### src/rtl/vga_sync_gen.sv
// 640x480@60 VGA timing generator: pixel/line counters, syncs, active-video flag, line/frame pulses.
// Latency: all outputs registered; syncs and video_on decoded from next-state counts, so they align with hc/vc.
// Backpressure: none; state advances only on clk edges with pix_en=1 and holds otherwise.
module vga_sync_gen #(
    parameter int H_ACTIVE = 640,
    parameter int H_FP     = 16,
    parameter int H_SYNC   = 96,
    parameter int H_BP     = 48,
    parameter int V_ACTIVE = 480,
    parameter int V_FP     = 10,
    parameter int V_SYNC   = 2,
    parameter int V_BP     = 33,
    parameter bit SYNC_POL = 1'b0
) (
    input  logic       clk,
    input  logic       clr,
    input  logic       pix_en,
    output logic [9:0] hc,
    output logic [9:0] vc,
    output logic       hsync,
    output logic       vsync,
    output logic       video_on,
    output logic       line_start,
    output logic       frame_start
);

    localparam int H_TOTAL = H_ACTIVE + H_FP + H_SYNC + H_BP;
    localparam int V_TOTAL = V_ACTIVE + V_FP + V_SYNC + V_BP;

    localparam logic [9:0] H_LAST   = 10'(H_TOTAL - 1);
    localparam logic [9:0] V_LAST   = 10'(V_TOTAL - 1);
    localparam logic [9:0] H_ACT    = 10'(H_ACTIVE);
    localparam logic [9:0] V_ACT    = 10'(V_ACTIVE);
    localparam logic [9:0] HS_FIRST = 10'(H_ACTIVE + H_FP);
    localparam logic [9:0] HS_LAST  = 10'(H_ACTIVE + H_FP + H_SYNC - 1);
    localparam logic [9:0] VS_FIRST = 10'(V_ACTIVE + V_FP);
    localparam logic [9:0] VS_LAST  = 10'(V_ACTIVE + V_FP + V_SYNC - 1);

    logic [9:0] hc_q, hc_d;
    logic [9:0] vc_q, vc_d;
    logic       hsync_q, hsync_d;
    logic       vsync_q, vsync_d;
    logic       video_on_q, video_on_d;
    logic       line_start_q, line_start_d;
    logic       frame_start_q, frame_start_d;

    always_comb begin
        hc_d          = hc_q;
        vc_d          = vc_q;
        line_start_d  = 1'b0;
        frame_start_d = 1'b0;

        if (pix_en) begin
            if (hc_q == H_LAST) begin
                hc_d         = '0;
                line_start_d = 1'b1;
                if (vc_q == V_LAST) begin
                    vc_d          = '0;
                    frame_start_d = 1'b1;
                end else begin
                    vc_d = vc_q + 10'd1;
                end
            end else begin
                hc_d = hc_q + 10'd1;
            end
        end

        // Decoding the next counts keeps the syncs aligned with the hc/vc they are presented with.
        hsync_d    = (hc_d >= HS_FIRST && hc_d <= HS_LAST) ? SYNC_POL : ~SYNC_POL;
        vsync_d    = (vc_d >= VS_FIRST && vc_d <= VS_LAST) ? SYNC_POL : ~SYNC_POL;
        video_on_d = (hc_d < H_ACT) && (vc_d < V_ACT);
    end

    always_ff @(posedge clk or posedge clr) begin
        if (clr) begin
            hc_q          <= '0;
            vc_q          <= '0;
            hsync_q       <= ~SYNC_POL;
            vsync_q       <= ~SYNC_POL;
            video_on_q    <= 1'b1;
            line_start_q  <= 1'b0;
            frame_start_q <= 1'b0;
        end else begin
            hc_q          <= hc_d;
            vc_q          <= vc_d;
            hsync_q       <= hsync_d;
            vsync_q       <= vsync_d;
            video_on_q    <= video_on_d;
            line_start_q  <= line_start_d;
            frame_start_q <= frame_start_d;
        end
    end

    assign hc          = hc_q;
    assign vc          = vc_q;
    assign hsync       = hsync_q;
    assign vsync       = vsync_q;
    assign video_on    = video_on_q;
    assign line_start  = line_start_q;
    assign frame_start = frame_start_q;

endmodule

### config.mk
export PLATFORM = sky130hd
export DESIGN_NAME = vga_sync_gen
export DESIGN_NICKNAME = d
export VERILOG_FILES = /design/src/rtl/vga_sync_gen.sv
export SDC_FILE = /design/constraint.sdc
export NUM_CORES = 1
export LEC_CHECK = 0
export CAP_MARGIN = 5
export CORE_ASPECT_RATIO = 1.5
export CORE_MARGIN = 3
export CORE_UTILIZATION = 50
export DETAILED_ROUTE_END_ITERATION = 7
export GPL_ROUTABILITY_DRIVEN = 0
export GPL_TIMING_DRIVEN = 0
export PLACE_DENSITY = 0.85
export REMOVE_ABC_BUFFERS = 1
export SLEW_MARGIN = 20
export SYNTH_ARGS = -nofsm -noshare
export SYNTH_HDL_FRONTEND = slang
export SYNTH_SLANG_ARGS = --single-unit
### constraint.sdc
create_clock -name clk -period 3 [get_ports clk]
set_clock_uncertainty 0.15 [all_clocks]
set_input_delay 0.6 -clock clk [delete_from_list [all_inputs] [get_ports clk]]
set_output_delay 0.6 -clock clk [all_outputs]
set_load 0.03 [all_outputs]
==> qor.json <==
{
  "design.portCount": 28,
  "cts_hold_buf": 0,
  "timing.hold.worst.start": "hc[4]$_DFF_PP0_",
  "synthesis.area_per_instance_um2": 10.2,
  "crit_path_max_fanout": 12,
  "arrival_ns": 2.92,
  "fp.dieW_um": 48.5,
  "critPathKind": "input pin to flop",
  "post-layout-total-power_mw": 0.958,
  "floorplan.initialDensity": 0.540,
  "rsz_0062_raised_after_global_routing": "no",
  "maxClockFrequency_mhz": 356,
  "grt_util_all_layers": 0.188,
  "routed_wire_length_per_instance_um": 15.2,
  "area_growth_pct": 23.6,
  "hold_crit_depth": 1,
  "crit_path_start_kind": "input pin",
  "netlist_area_mm2": 0.00135,
  "final_util": 0.667,
  "ys_types": 40,
  "cp.required_ns": 3.11,
  "detail_route.drc_violations": 0,
  "timing.rr.end": "video_on$_DFF_PP1_",
  "clock_latency_ns": 0.33,
  "std_cell_rows": 22,
  "synth_enable_flop_cells": 0,
  "rr_worst_depth": 6,
  "grt_max_degree": 26,
  "cp-end-kind": "flop",
  "synth-async-reset-ratio": 1.00,
  "drt_wirelength_um": 2990,
  "fillers": 212,
  "hold-worst-slack_ns": 0.427,
  "timing.final.crit_share": 0.936,
  "dr.first_iter.drc_count": 66,
  "placement.setup.worst_slack_ns": -0.170,
  "most_common_library_cell_in_the_layout_ignoring_fill_and_taps": "sky130_fd_sc_hd__clkdlybuf4s50_1",
  "worstMarginPinSlew_ns": 0.923,
  "synth_seq_cells": 25,
  "grt_antenna_before_repair": 0,
  "tritoncts": "done",
  "layout.cells.most_common_list": "sky130_fd_sc_hd__clkdlybuf4s50_1 (27), sky130_fd_sc_hd__dfrtp_1 (22), sky130_fd_sc_hd__inv_1 (13), sky130_fd_sc_hd__nand2_1 (11)",
  "timing.final.ws_setup_ns": 0.191,
  "synth_largest_type_area_fraction": 0.407,
  "drv_slew": 0,
  "maxCapViolations": 0,
  "clock_tree.buffer_depth": 2,
  "cts.reportedPaths.clkPinSlew_ns": 0.15,
  "rr_startpoint": "hc[0]$_DFF_PP0_",
  "run_status": "finished, final reports clean",
  "synth_flop_cell": "sky130_fd_sc_hd__dfrtp_1",
  "grt_first_pass_wirelength_um": 5130,
  "h-tree-depth": 1,
  "globalRouteOverflowTotal": 0,
  "hold_path_class": "flop to flop",
  "regToRegSetupSlack_ns": 0.33,
  "irDropWorstVdd_mv": 0.619,
  "vias": 1152,
  "antenna_cells": 0,
  "synth_area_leaders": "sky130_fd_sc_hd__dfrtp_1 (41%), sky130_fd_sc_hd__dfstp_2 (5.8%), sky130_fd_sc_hd__xnor2_1 (3.9%)",
  "portBuffers": 27,
  "layout_cell_share_with_drive_strength_beyond_1": 0.0938,
  "setup_viol": 0,
  "num-nets-final": 167,
  "totalNegativeSetupSlack_ns": 0,
  "die_y_um": 69.7,
  "clk_root_buffer_cell": "sky130_fd_sc_hd__clkbuf_4",
  "whs_endpoint": "hc[4]$_DFF_PP0_",
  "synth-seq-area-share": 0.465,
  "yosysTopAreaCell": "sky130_fd_sc_hd__dfrtp_1",
  "ant_nets": 0,
  "fp.dieArea_mm2": 0.00338,
  "first_pass_iters": 4,
  "hold_viol_final": 0,
  "postCtsSetupRepairBufs": 0,
  "period_minus_slack_ns": 2.81,
  "worst_slew_margin_rel": 0.384,
  "detailed_place_hpwl_um": 2170,
  "core_region_area_mm2": 0.00250,
  "cts_resized": 0,
  "ys.warnings.count": 0,
  "cts.sinks": 25,
  "p_leak_nw": 0.728,
  "powerDensity_mw_per_mm2": 573,
  "synthesis.instances": 133,
  "post_drt_via_cell_ratio": 5.88,
  "cts_inserted_buffers": 3,
  "grt_pass1_vias": 1207
}
[layout make-up]
class / instances / area, um2 / share of cell area
flip-flops and latches: 25 / 629 / 0.376
well taps: 36 / 45.0 / 0.0269
clock inverters: 1 / 7.51 / 0.00449
clock buffers: 3 / 22.5 / 0.0135
multi-input cells: 90 / 644 / 0.385
inverters: 14 / 52.6 / 0.0314
repair buffers: 27 / 270 / 0.162
[worst max-delay path by stage]
stage / startpoint / slack (ns) / end
6_report: pix_en / 0.19 / video_on$_DFF_PP1_
5_1_grt: pix_en / 0.09 / video_on$_DFF_PP1_
4_1_cts: pix_en / 0.17 / video_on$_DFF_PP1_
3_5_place_dp: pix_en / -0.17 / video_on$_DFF_PP1_
3_3_place_gp: pix_en / -0.08 / video_on$_DFF_PP1_
2_1_floorplan: hc[0]$_DFF_PP0_ / 0.48 / video_on$_DFF_PP1_
[Yosys cell counts (2+ instances only)]
master                      count
sky130_fd_sc_hd__ha_1           3
sky130_fd_sc_hd__xnor2_1        6
sky130_fd_sc_hd__xor2_1         3
sky130_fd_sc_hd__buf_2          3
sky130_fd_sc_hd__a41oi_1        2
sky130_fd_sc_hd__or4_1          4
sky130_fd_sc_hd__nor3_1         2
sky130_fd_sc_hd__dfstp_2        3
sky130_fd_sc_hd__mux2i_1        3
sky130_fd_sc_hd__nand3_1        6
sky130_fd_sc_hd__nand2_1       11
sky130_fd_sc_hd__o31ai_1        4
sky130_fd_sc_hd__a31o_2         2
sky130_fd_sc_hd__a21oi_1        3
sky130_fd_sc_hd__nand4_1        6
sky130_fd_sc_hd__and4_1         2
sky130_fd_sc_hd__a2111oi_0      2
sky130_fd_sc_hd__and3b_1        2
sky130_fd_sc_hd__a31oi_1        4
sky130_fd_sc_hd__and3_1         4
sky130_fd_sc_hd__dfrtp_1       22
sky130_fd_sc_hd__nor2_1         6
sky130_fd_sc_hd__inv_1         13
[per-layer routing]
metal	up-vias	part of all wire	GRT usage
li1	542	-	-
met3	6	0.051	0.0387
met5	-	0	0
met2	41	0.54	0.321
met4	0	0.018	0.117
met1	563	0.39	0.211
[cell families (layout without fill, tap and decap cells)]
logic type,after synthesis,after routing,synth area share
mux,3,3,0.0222
buf+inv,18,45,0.0583
xor+xnor,9,9,0.0583
simple gates,51,51,0.236
compound gates,24,24,0.132
flops,25,25,0.465
fa+ha+maj,3,3,0.0278
[critical path: stages]
cell                              delay (ns)
sky130_fd_sc_hd__clkdlybuf4s50_1        0.62
sky130_fd_sc_hd__and4_1                 0.41
sky130_fd_sc_hd__nand3_2                0.28
sky130_fd_sc_hd__or4_1                  0.59
sky130_fd_sc_hd__a22oi_1                0.28
sky130_fd_sc_hd__a311oi_1               0.14
[metrics by stage]
step / cells / cell area, um2
after floorplan: 129 / 1330
after global placement: 192 / 1640
after detailed placement: 192 / 1640
after CTS: 196 / 1670
after global routing: 196 / 1670
final: 196 / 1670
[power breakdown]
part	switching [mW]	total (mW)	internal (mW)
Sequential	0.0778	0.460	0.383
Clock	0.108	0.159	0.0511
Combinational	0.193	0.338	0.145
Total	0.379	0.958	0.579
[state kept, by name, summed over array words and instances, names as in the netlist]
register	flops
hc	10
vc	10
frame_start	1
hsync	1
line_start	1
video_on	1
vsync	1
Note: power is estimated with default switching activity, not from simulation.
